File: src/rtl/uart_tx_queue.sv
// Byte FIFO feeding a UART transmitter: pops one byte, pulses TxInit, then waits
// for a TxDone rising edge. Define UART_TX_QUEUE_OVF_EN to get the sticky Overflow flag.
module uart_tx_queue #(
  parameter int DEPTH = 16,
  parameter int AW    = 4
) (
  input  logic        i_clk,
  input  logic        i_rst_n,
  input  logic        i_wr_en,
  input  logic [7:0]  i_wr_data,
  output logic        o_full,
  output logic        o_empty,
  output logic [AW:0] o_count,
  output logic        o_tx_init,
  output logic [7:0]  o_tx_data,
  input  logic        i_tx_done,
  output logic        o_overflow,
  input  logic        i_ovf_clr
);

  typedef enum logic [1:0] {
    IDLE      = 2'd0,
    LAUNCH    = 2'd1,
    WAIT_DONE = 2'd2
  } state_t;

  logic [7:0]    r_mem [DEPTH];
  logic [AW-1:0] r_wr_ptr;
  logic [AW-1:0] r_rd_ptr;
  logic [AW:0]   r_count;
  logic [7:0]    r_tx_data;
  logic          r_tx_done_q;
  state_t        r_state;

  state_t        w_state_nxt;
  logic          w_push;
  logic          w_pop;
  logic          w_drop;
  logic          w_tx_init;
  logic          w_done_rise;

  // Flags come straight from the count register; Full is the pre-edge value.
  assign o_full    = (r_count == (AW+1)'(DEPTH));
  assign o_empty   = (r_count == '0);
  assign o_count   = r_count;
  assign o_tx_data = r_tx_data;
  assign o_tx_init = w_tx_init;

  assign w_push      = i_wr_en & ~o_full;
  assign w_drop      = i_wr_en &  o_full;
  assign w_done_rise = i_tx_done & ~r_tx_done_q;

  always_comb begin
    w_state_nxt = r_state;
    w_pop       = 1'b0;
    w_tx_init   = 1'b0;
    case (r_state)
      IDLE: begin
        if (!o_empty) begin
          w_pop       = 1'b1;
          w_state_nxt = LAUNCH;
        end
      end
      LAUNCH: begin
        w_tx_init   = 1'b1;
        w_state_nxt = WAIT_DONE;
      end
      WAIT_DONE: begin
        if (w_done_rise) w_state_nxt = IDLE;
      end
      default: w_state_nxt = IDLE;
    endcase
  end

  always_ff @(posedge i_clk) begin
    if (!i_rst_n) begin
      r_state     <= IDLE;
      r_wr_ptr    <= '0;
      r_rd_ptr    <= '0;
      r_count     <= '0;
      r_tx_data   <= 8'h00;
      r_tx_done_q <= 1'b0;
    end else begin
      r_state     <= w_state_nxt;
      r_tx_done_q <= i_tx_done;
      if (w_push) r_wr_ptr <= r_wr_ptr + AW'(1);
      if (w_pop) begin
        r_rd_ptr  <= r_rd_ptr + AW'(1);
        r_tx_data <= r_mem[r_rd_ptr];
      end
      case ({w_push, w_pop})
        2'b10:   r_count <= r_count + (AW+1)'(1);
        2'b01:   r_count <= r_count - (AW+1)'(1);
        default: r_count <= r_count;
      endcase
    end
  end

  // Storage needs no reset; the pointers define what is valid.
  always_ff @(posedge i_clk) begin
    if (i_rst_n && w_push) r_mem[r_wr_ptr] <= i_wr_data;
  end

`ifdef UART_TX_QUEUE_OVF_EN
  logic r_overflow;

  // A drop in the same cycle as a clear leaves the flag set.
  always_ff @(posedge i_clk) begin
    if (!i_rst_n)       r_overflow <= 1'b0;
    else if (w_drop)    r_overflow <= 1'b1;
    else if (i_ovf_clr) r_overflow <= 1'b0;
  end

  assign o_overflow = r_overflow;
`else
  logic w_unused_ovf;

  assign w_unused_ovf = i_ovf_clr | w_drop;
  assign o_overflow   = 1'b0;
`endif

endmodule

File: config.mk
export PLATFORM = sky130hd
export DESIGN_NAME = uart_tx_queue
export DESIGN_NICKNAME = d
export VERILOG_FILES = /design/src/rtl/uart_tx_queue.sv
export SDC_FILE = /design/constraint.sdc
export NUM_CORES = 1
export LEC_CHECK = 0
export BUFFER_PORTS_ARGS = -buffer_cell sky130_fd_sc_hd__buf_2
export CAP_MARGIN = 10
export CORE_UTILIZATION = 35
export DETAILED_ROUTE_END_ITERATION = 12
export GPL_ROUTABILITY_DRIVEN = 0
export HOLD_SLACK_MARGIN = 0.02
export REMOVE_ABC_BUFFERS = 1
export SETUP_SLACK_MARGIN = 0.2
export SYNTH_ARGS = -nofsm -noshare
export SYNTH_HDL_FRONTEND = slang
export SYNTH_SLANG_ARGS = --single-unit
File: constraint.sdc
create_clock -name i_clk -period 8.2 [get_ports i_clk]
set_clock_uncertainty 0.05 [all_clocks]
set_input_delay 0.82 -clock i_clk [delete_from_list [all_inputs] [get_ports i_clk]]
set_output_delay 0.82 -clock i_clk [all_outputs]
set_load 0.05 [all_outputs]
==> flow_metrics.env <==
export IMPL_status="complete, no violations"
export IMPL_post_drt_wl_per_cell_um=19.07
export IMPL_post_cts_buffers=0
export IMPL_die_x_um=134.3
export IMPL_cp_startpoint="o_count[4]"
export IMPL_slowest_stage="a21boi_2"
export IMPL_grt_usage_pct=14.87
export IMPL_grt_max_degree=65
export IMPL_path_cells="inv_1, a21boi_2, ha_1, ha_1, a21o_1, a21oi_1, mux2i_1, mux2i_1"
export IMPL_dp_cells=621
export IMPL_worstHoldStart="o_tx_data[3]"
export IMPL_synth_area_per_cell_sq_um=15.46
export IMPL_worst_slack_ns=4.941
export IMPL_endpoint_kind="flip-flop"
export IMPL_n_antenna_cell=0
export IMPL_dieArea_sq_um=18030
export IMPL_pin_count=30
export IMPL_clkSlewWorstSetupHoldPaths_ns=0.06
export IMPL_hold_viol_final=0
export IMPL_reg2reg_from="o_count[4]"
export IMPL_crit_arrival_ns=3.56
export IMPL_drc=0
export IMPL_grt_pass1_wl_um=19020
export IMPL_path_buf_inv=1
export IMPL_hold_path_class="flip-flop to flip-flop"
export IMPL_synth_area_sq_um=6123
export IMPL_clock_path_buffers=2
export IMPL_drive_gt1_share_pct=15.01
export IMPL_overflow=0
export IMPL_start_kind="flip-flop"
export IMPL_leakagePower_nw=2.269
export IMPL_drt_pass1_iter_count=4
export IMPL_synth_cells=396
export IMPL_ctsResizeCount=0
export IMPL_area_growth_pct=14.59
export IMPL_cts_root_buf="clkbuf_16"
export IMPL_ys_seq_elements=152
export IMPL_cts_htree_levels=4
export IMPL_clk_latency_ns=0.42
export IMPL_clock_sinks=152
export IMPL_criticalPathCategory="flip-flop to flip-flop"
export IMPL_min_period_over_period_pct=39.75
export IMPL_synth_cell_type_count=37
export IMPL_dp_hpwl_um=7867
export IMPL_tightest_slew_ns=1.138
export IMPL_synth_edff_count=128
export IMPL_yosysSeqAreaShare_pct=70.62
export IMPL_yosysWarnings=0
export IMPL_layout_nets=443
export IMPL_dr_total_vias=3300
export IMPL_numPortBuffers=27
export IMPL_cp_required_ns=8.50
export IMPL_drtAntennaViolNets=0
export IMPL_antenna_found_initial=0
export IMPL_final_cells=653
export IMPL_maxSlewHeadroom_pct=24.15
export IMPL_start_util_pct=36.41
export IMPL_period_needed_ns=3.259
export IMPL_grt_setup_unrepaired="no"
export IMPL_final_cell_mix="edfxtp_1, mux2i_1, o22ai_1, buf_2, dfxtp_1"
export IMPL_slowest_delay_ns=0.84
export IMPL_hold_buffers=0
export IMPL_cap_violations=0
export IMPL_drtIter0Drc=206
export IMPL_cts_buffers=17
export IMPL_max_clock_freq_mhz=306.8
export IMPL_setup_viol=0
export IMPL_ir_drop_v=0.0001631
export IMPL_p_total_mw=2.128
export IMPL_slew_violations=0
export IMPL_synth_main_ff_cell="edfxtp_1"
export IMPL_dieHeight_um=134.3
export IMPL_reg2reg_slack_ns=4.94
export IMPL_wl_um=12460
export IMPL_critPathMaxFanout=20
export IMPL_async_flop_share_pct=0
export IMPL_cts_tree="yes"
export IMPL_finalSetupTns_ns=0
export IMPL_pre_cts_ws_ns=4.918
export IMPL_final_common_cell="edfxtp_1"
export IMPL_vias_per_cell=5.054
export IMPL_fp_coreArea_sq_um=16820
export IMPL_grt_pass1_vias=3357
export IMPL_placementRows=47
export IMPL_cp_top_family="compound AO/OA/AOI/OAI gates"
export IMPL_p_per_area_nw_per_um2=303.2
## cell type report
| type | count | area, sq um |
|---|---|---|
| Fill cell | 1548 | 9802 |
| Sequential cell | 152 | 4328 |
| Multi-Input combinational cell | 217 | 1683 |
| Clock buffer | 24 | 481.7 |
| Tap cell | 220 | 275.3 |
| Timing Repair Buffer | 27 | 135.1 |
| Clock inverter | 8 | 95.09 |
| Inverter | 5 | 18.77 |
## worst reg2reg max path, stage by stage (launching register included)
cell and delay, ns:
dfxtp_1 0.45, inv_1 0.17, a21boi_2 0.84, ha_1 0.45
ha_1 0.32, a21o_1 0.19, a21oi_1 0.19, mux2i_1 0.32
mux2i_1 0.21
## registers in the layout, indices dropped and copies added, names as in the netlist
name         count
r_mem          128
o_tx_data        8
o_count          5
r_rd_ptr         4
r_wr_ptr         4
r_state          2
r_tx_done_q      1
## per-layer routing
layer  wire, um  GRT usage, %
met5          0             0
met4        234         6.991
met3        736         3.666
met2       6009         23.55
met1       5474         19.19
## logic make-up (layout without fill, tap and decap cells)
kind of cell | count (synthesis) | in the layout | synth area share (%)
muxes | 67 | 67 | 11.36
xor gates and xnor gates | 9 | 9 | 1.287
other | 1 | 1 | 0.06124
AOI/OAI and AO/OA | 60 | 60 | 6.232
adders and majority gates | 10 | 10 | 2.166
buffers and inverters | 27 | 64 | 1.962
DFF | 152 | 152 | 70.62
and+or+nand+nor | 70 | 70 | 6.314
## Yosys cell counts, types with 6 or more instances
cell type | number | area (sq um)
ha_1 | 9 | 112.6
nor4_1 | 8 | 50.05
clkbuf_1 | 9 | 33.78
o21ai_0 | 10 | 50.05
dfxtp_1 | 24 | 480.5
nor2b_1 | 6 | 37.54
xnor2_1 | 7 | 61.31
nor2_1 | 21 | 78.83
and2_1 | 10 | 62.56
o22ai_1 | 30 | 187.7
edfxtp_1 | 128 | 3844
mux2i_1 | 65 | 650.6
buf_2 | 12 | 60.06
nand2_1 | 6 | 22.52
a21oi_1 | 9 | 45.04
## worst paths after layout
kind                                     end  cells after the start
worst max register to register    o_count[4]                      8
worst min-delay path            o_tx_data[3]                      2
worst max-delay path              o_count[4]                      8
worst min register to register  o_tx_data[3]                      2
## stage by stage
stage | hold WS [ns] | utilization (%) | area, sq um
final | 0.4849 | 41.72 | 7017
after CTS | 0.4909 | 41.72 | 7017
after global placement | 0.4688 | 38.29 | 6440
after floorplan | 0.4853 | - | 6022
after detailed placement | 0.4719 | 38.29 | 6440
after global routing | 0.5132 | 41.72 | 7017
## power by group
group / total [mW] / internal [mW] / leakage, nW / switching [mW]
Clock: 0.755 / 0.470 / 0.280 / 0.286
Combinational: 0.443 / 0.143 / 0.638 / 0.300
Sequential: 0.930 / 0.880 / 1.35 / 0.0501
Total: 2.13 / 1.49 / 2.27 / 0.636
No activity file was read; power rests on OpenSTA's default activity.
